===== src/rtl/fetch_sequencer.sv =====
// Instruction-fetch controller: owns the PC, registers fetched bytes into ir, and handles redirect, HALT and fetch counting.
// Optional FETCH_BOUND_CHECK_EN adds a FAULT state for PCs at or beyond MEM_DEPTH; otherwise addresses wrap modulo MEM_DEPTH.
module fetch_sequencer #(
    parameter int                 ADDR_W      = 8,
    parameter int                 INSN_W      = 8,
    parameter int                 MEM_DEPTH   = 32,
    parameter logic [INSN_W-1:0]  HALT_OPCODE = 8'hFF
) (
    input  logic              clk,
    input  logic              reset,
    input  logic              start,
    input  logic              stall,
    input  logic              redirect_valid,
    input  logic [ADDR_W-1:0] redirect_pc,
    output logic [ADDR_W-1:0] imem_addr,
    input  logic [INSN_W-1:0] imem_data,
    output logic [INSN_W-1:0] ir,
    output logic [ADDR_W-1:0] ir_pc,
    output logic              ir_valid,
    output logic              halted,
    output logic              fault,
    output logic [15:0]       fetch_count
);

    typedef enum logic [1:0] {
        ST_IDLE  = 2'd0,
        ST_RUN   = 2'd1,
        ST_HALT  = 2'd2,
        ST_FAULT = 2'd3
    } state_t;

    localparam logic [ADDR_W-1:0] PC_ONE = ADDR_W'(1);
`ifdef FETCH_BOUND_CHECK_EN
    localparam logic [ADDR_W:0]   DEPTH_EXT = (ADDR_W + 1)'(MEM_DEPTH);
`else
    localparam logic [ADDR_W-1:0] ADDR_MASK = ADDR_W'(MEM_DEPTH - 1);
`endif

    state_t              state_r;
    state_t              state_next_s;
    logic [ADDR_W-1:0]   pc_r;
    logic [ADDR_W-1:0]   pc_inc_s;
    logic [INSN_W-1:0]   ir_r;
    logic [ADDR_W-1:0]   ir_pc_r;
    logic                ir_valid_r;
    logic [15:0]         fetch_count_r;
    logic                restart_s;
    logic                is_halt_s;
    logic                oob_inc_s;
    logic                oob_redir_s;
    logic                halted_s;
    logic                fault_s;

    // Derived per-cycle conditions: next PC, restart request, opcode and range tests.
    always_comb begin
        pc_inc_s  = pc_r + PC_ONE;
        restart_s = start && (state_r != ST_RUN);
        is_halt_s = (imem_data == HALT_OPCODE);
`ifdef FETCH_BOUND_CHECK_EN
        oob_inc_s   = ({1'b0, pc_inc_s}    >= DEPTH_EXT);
        oob_redir_s = ({1'b0, redirect_pc} >= DEPTH_EXT);
        imem_addr   = pc_r;
`else
        oob_inc_s   = 1'b0;
        oob_redir_s = 1'b0;
        imem_addr   = pc_r & ADDR_MASK;
`endif
    end

    // FSM state register.
    always_ff @(posedge clk) begin
        if (reset) begin
            state_r <= ST_IDLE;
        end else begin
            state_r <= state_next_s;
        end
    end

    // FSM next-state logic; redirect outranks stall and HALT detection.
    always_comb begin
        state_next_s = state_r;
        case (state_r)
            ST_IDLE: begin
                if (start) state_next_s = ST_RUN;
                else       state_next_s = ST_IDLE;
            end
            ST_RUN: begin
                if (redirect_valid) begin
                    if (oob_redir_s) state_next_s = ST_FAULT;
                    else             state_next_s = ST_RUN;
                end else if (stall) begin
                    state_next_s = ST_RUN;
                end else if (is_halt_s) begin
                    state_next_s = ST_HALT;
                end else if (oob_inc_s) begin
                    state_next_s = ST_FAULT;
                end else begin
                    state_next_s = ST_RUN;
                end
            end
            ST_HALT, ST_FAULT: begin
                if (start) state_next_s = ST_RUN;
                else       state_next_s = state_r;
            end
            default: state_next_s = ST_IDLE;
        endcase
    end

    // FSM output decode from the registered state.
    always_comb begin
        halted_s = 1'b0;
        fault_s  = 1'b0;
        case (state_r)
            ST_HALT: begin
                halted_s = 1'b1;
            end
            ST_FAULT: begin
                halted_s = 1'b1;
`ifdef FETCH_BOUND_CHECK_EN
                fault_s  = 1'b1;
`else
                fault_s  = 1'b0;
`endif
            end
            default: begin
                halted_s = 1'b0;
                fault_s  = 1'b0;
            end
        endcase
    end

    // Datapath: PC, instruction register and saturating fetch counter.
    always_ff @(posedge clk) begin
        if (reset) begin
            pc_r          <= {ADDR_W{1'b0}};
            ir_r          <= {INSN_W{1'b0}};
            ir_pc_r       <= {ADDR_W{1'b0}};
            ir_valid_r    <= 1'b0;
            fetch_count_r <= 16'h0000;
        end else if (restart_s) begin
            pc_r          <= {ADDR_W{1'b0}};
            ir_valid_r    <= 1'b0;
            fetch_count_r <= 16'h0000;
        end else if (state_r == ST_RUN) begin
            if (redirect_valid) begin
                pc_r       <= redirect_pc;
                ir_valid_r <= 1'b0;
            end else if (stall) begin
                ir_valid_r <= 1'b0;
            end else begin
                ir_r       <= imem_data;
                ir_pc_r    <= pc_r;
                ir_valid_r <= 1'b1;
                pc_r       <= pc_inc_s;
                if (fetch_count_r != 16'hFFFF) begin
                    fetch_count_r <= fetch_count_r + 16'h0001;
                end
            end
        end else begin
            ir_valid_r <= 1'b0;
        end
    end

    assign ir          = ir_r;
    assign ir_pc       = ir_pc_r;
    assign ir_valid    = ir_valid_r;
    assign halted      = halted_s;
    assign fault       = fault_s;
    assign fetch_count = fetch_count_r;

endmodule

===== config.mk =====
export PLATFORM = sky130hd
export DESIGN_NAME = fetch_sequencer
export DESIGN_NICKNAME = d
export VERILOG_FILES = /design/src/rtl/fetch_sequencer.sv
export SDC_FILE = /design/constraint.sdc
export NUM_CORES = 1
export LEC_CHECK = 0
export BUFFER_PORTS_ARGS = -buffer_cell sky130_fd_sc_hd__clkbuf_2
export CORE_MARGIN = 8
export CORE_UTILIZATION = 35
export DETAILED_ROUTE_END_ITERATION = 12
export GPL_TIMING_DRIVEN = 0
export PLACE_DENSITY = 0.62
export SKIP_CTS_REPAIR_TIMING = 1
export SYNTH_ARGS = -nofsm -noshare
export SYNTH_HDL_FRONTEND = slang
export SYNTH_SLANG_ARGS = --single-unit
export TNS_END_PERCENT = 1

===== constraint.sdc =====
create_clock -name clk -period 2 [get_ports clk]
set_input_delay 0.2 -clock clk [delete_from_list [all_inputs] [get_ports clk]]
set_output_delay 0.2 -clock clk [all_outputs]
set_load 0.03 [all_outputs]

==> results_dict.tcl <==
set metrics [dict create \
    status "finished, final reports clean" \
    crit_path_max_fanout 8 \
    wl_per_cell_um 14.1 \
    switchingPower_mw 0.445 \
    slowest_delay_ns 0.56 \
    synth_cell_types 41 \
    crit_type "reg2reg" \
    pwr-share-comb_pct 10.0 \
    insertion_delay_ns 0.29 \
    dr.first_iter.drc_count 100 \
    dp_hpwl_um 4350 \
    overflow 0 \
    ant_nets 0 \
    cts-buffers-inserted 5 \
    p_int_mw 1.30 \
    worst-endpoint-required_ns 2.23 \
    p_leak_nw 1.04 \
    placeableCoreArea_um2 5820 \
    rsz0062_at_grt "false" \
    rows 28 \
    fin_crit_sh_pct 91.7 \
    port_buffers 59 \
    avgSynthCellArea_um2 7.97 \
    clock_sinks 43 \
    netlist_area_um2 2070 \
    dpl-instance-area_um2 2470 \
    hp-class "in2reg" \
    power_density_nw_per_um2 675 \
    drt-total-wl_um 5720 \
    layout.nets 352 \
    gp_congestion 0.881 \
    start_util_pct 35.6 \
    n_fill_cell 647 \
    max_freq_mhz 545 \
    pwr-share-clk_pct 39.4 \
    first_global_vias 1966 \
    grt_pass1_wl_um 9320 \
    final_max_slew_viol_count 0 \
    dr_total_vias 2110 \
    worstPathBufferInverterCount 0 \
    grt_max_degree 15 \
    end_kind "register" \
    fp.dieW_um 92.9 \
    antenna_found_initial 0 \
    htree_levels 2 \
    drt-pass1-iter-count 4 \
    cp-start-kind "register" \
    dieArea_um2 8640 \
    regArea_um2 861 \
    p_total_mw 1.75 \
    hold_violations 0 \
    synth-seq-cells 43 \
    slowest_stage "or4_1" \
    antennaDiodeCount 0 \
    seq_area_frac_synth_pct 41.5 \
    switching_share_pct 25.5 \
    synth-main-ff-cell "dfxtp_1" \
    min_period_ns 1.83 \
    path_cells "nor4b_4, nand4_2, or4_1, a21oi_1" \
    root_buffer "clkbuf_8" \
    cap_violations 0 \
    synth_edf_count 0 \
    vdd_drop_max_mv 0.323 \
    area_growth_pct 24.9 \
    drc 0 \
    yosys_warnings 0 \
    multi_input_area_um2 1090 \
    synth-async-reset-ratio_pct 0 \
    cts_buffer_depth 2 \
    drive_gt1_share_pct 25.5 \
    seq_power_share_pct 50.6 \
    setup_viol 0 \
    cp.arrival_ns 2.06 \
    via_per_inst 5.21 \
    io_pins 64 \
    syn_inst 260 \
    final_cell_area_um2 2590 \
    maxSlewHeadroom_pct 49.5 \
    grtUsageTotal_pct 13.0 \
    die_y_um 92.9 \
    fin_skew_ns 0.00430 \
    tritoncts "done" \
    clkSlewWorstSetupHoldPaths_ns 0.09 \
    cp_top_family "simple AND/OR/NAND/NOR gates" \
    tightest_slew_ns 0.751 \
]
==> logic make-up (layout without fill, tap and decap cells) <==
logic type / Yosys count / in the layout / synth area share (%)
other: 1 / 4 / 0.181
flip-flops: 43 / 43 / 41.5
buffers and inverters: 26 / 93 / 6.40
adder cells (fa/ha/maj): 2 / 2 / 1.21
multiplexers: 2 / 2 / 0.966
AO/OA/AOI/OAI: 77 / 77 / 23.4
AND/OR/NAND/NOR: 109 / 109 / 26.3
==> path summary, 6_finish.rpt <==
kind | startpoint | end | slack [ns] | cells past startpoint
setup / recovery | state_r[0] | fetch_count[11] | 0.17 | 4
hold / removal | imem_data[3] | ir[3] | 0.13 | 3
setup reg to reg | state_r[0] | fetch_count[11] | 0.17 | 4
hold reg to reg | ir_pc[6] | ir_pc[6] | 0.46 | 2
==> cells in the final DEF, fill, tap and decap left out, types with 4 or more instances in the layout <==
cell	instances
clkbuf_2	61
nand2_1	52
dfxtp_1	43
a21oi_1	37
o21ai_0	13
clkbuf_1	10
nor3_1	9
nand3_1	9
buf_4	9
nand4_1	8
nor2_1	8
clkbuf_8	5
a211oi_1	4
and3_1	4
o31ai_1	4
a2111o_1	4
conb_1	4
==> per-stage QoR <==
step | utilization, % | TNS, ns | worst slack [ns] | instances | hold WS (ns)
floorplan | - | 0 | 0.213 | 263 | 0.336
global placement | 42.5 | 0 | 0.0220 | 397 | 0.442
detailed placement | 42.5 | 0 | 0.000148 | 397 | 0.449
CTS | 44.4 | -0.0162 | -0.00910 | 405 | 0.129
global route | 44.5 | 0 | 0.00320 | 405 | 0.126
finish | 44.5 | 0 | 0.167 | 405 | 0.134
==> synthesized netlist by cell type, types with 2 or more instances <==
cell / number / area, um2
nand2_1: 52 / 195
dfxtp_1: 43 / 861
a21oi_1: 37 / 185
o21ai_0: 13 / 65.1
clkbuf_1: 12 / 45.0
buf_4: 9 / 67.6
nand3_1: 9 / 45.0
nor3_1: 9 / 45.0
nand4_1: 8 / 50.1
nor2_1: 8 / 30.0
a2111o_1: 4 / 45.0
a211oi_1: 4 / 30.0
and3_1: 4 / 25.0
o31ai_1: 4 / 30.0
inv_1: 3 / 11.3
nand2b_1: 3 / 18.8
nor4_1: 3 / 18.8
o41ai_1: 3 / 26.3
or4_1: 3 / 22.5
a21o_1: 2 / 15.0
a41oi_1: 2 / 17.5
and2_1: 2 / 12.5
ha_1: 2 / 25.0
mux2i_1: 2 / 20.0
o311ai_0: 2 / 17.5
or3_1: 2 / 12.5
==> per-layer routing <==
metal	GRT usage (%)	wire length, um	vias up
met5	0	0	-
met4	3.36	49	0
met3	4.13	377	6
met2	20.8	2640	51
met1	16.5	2650	971
li1	-	-	1082
==> cell type report <==
class | count | share of cell area, %
multi-input combinational | 194 | 42.1
sequential | 43 | 33.3
timing repair buffer | 59 | 11.4
buffer | 23 | 4.79
tap | 75 | 3.63
clock buffer | 5 | 2.66
clock inverter | 3 | 1.69
inverter | 3 | 0.435
==> power groups by stage <==
stage	clock [mW]	combinational, mW	sequential, mW
final	0.689	0.175	0.883
after floorplan	0	0.101	0.912
after CTS	0.713	0.174	0.883
after global routing	0.744	0.191	0.886
after detailed placement	0	0.174	0.904
after global placement	0	0.173	0.903
==> worst register-to-register path, stage by stage (launching register included) <==
cell and delay, ns:
dfxtp_1 0.40, nor4b_4 0.39, nand4_2 0.28, or4_1 0.56, a21oi_1 0.15
==> flip-flops by register name, summed over array words and instances (netlist names) <==
name and count:
fetch_count 16, ir 8, ir_pc 8, ir_valid 1
pc_r 8, state_r 2
Note: power is estimated with default switching activity, not from simulation.
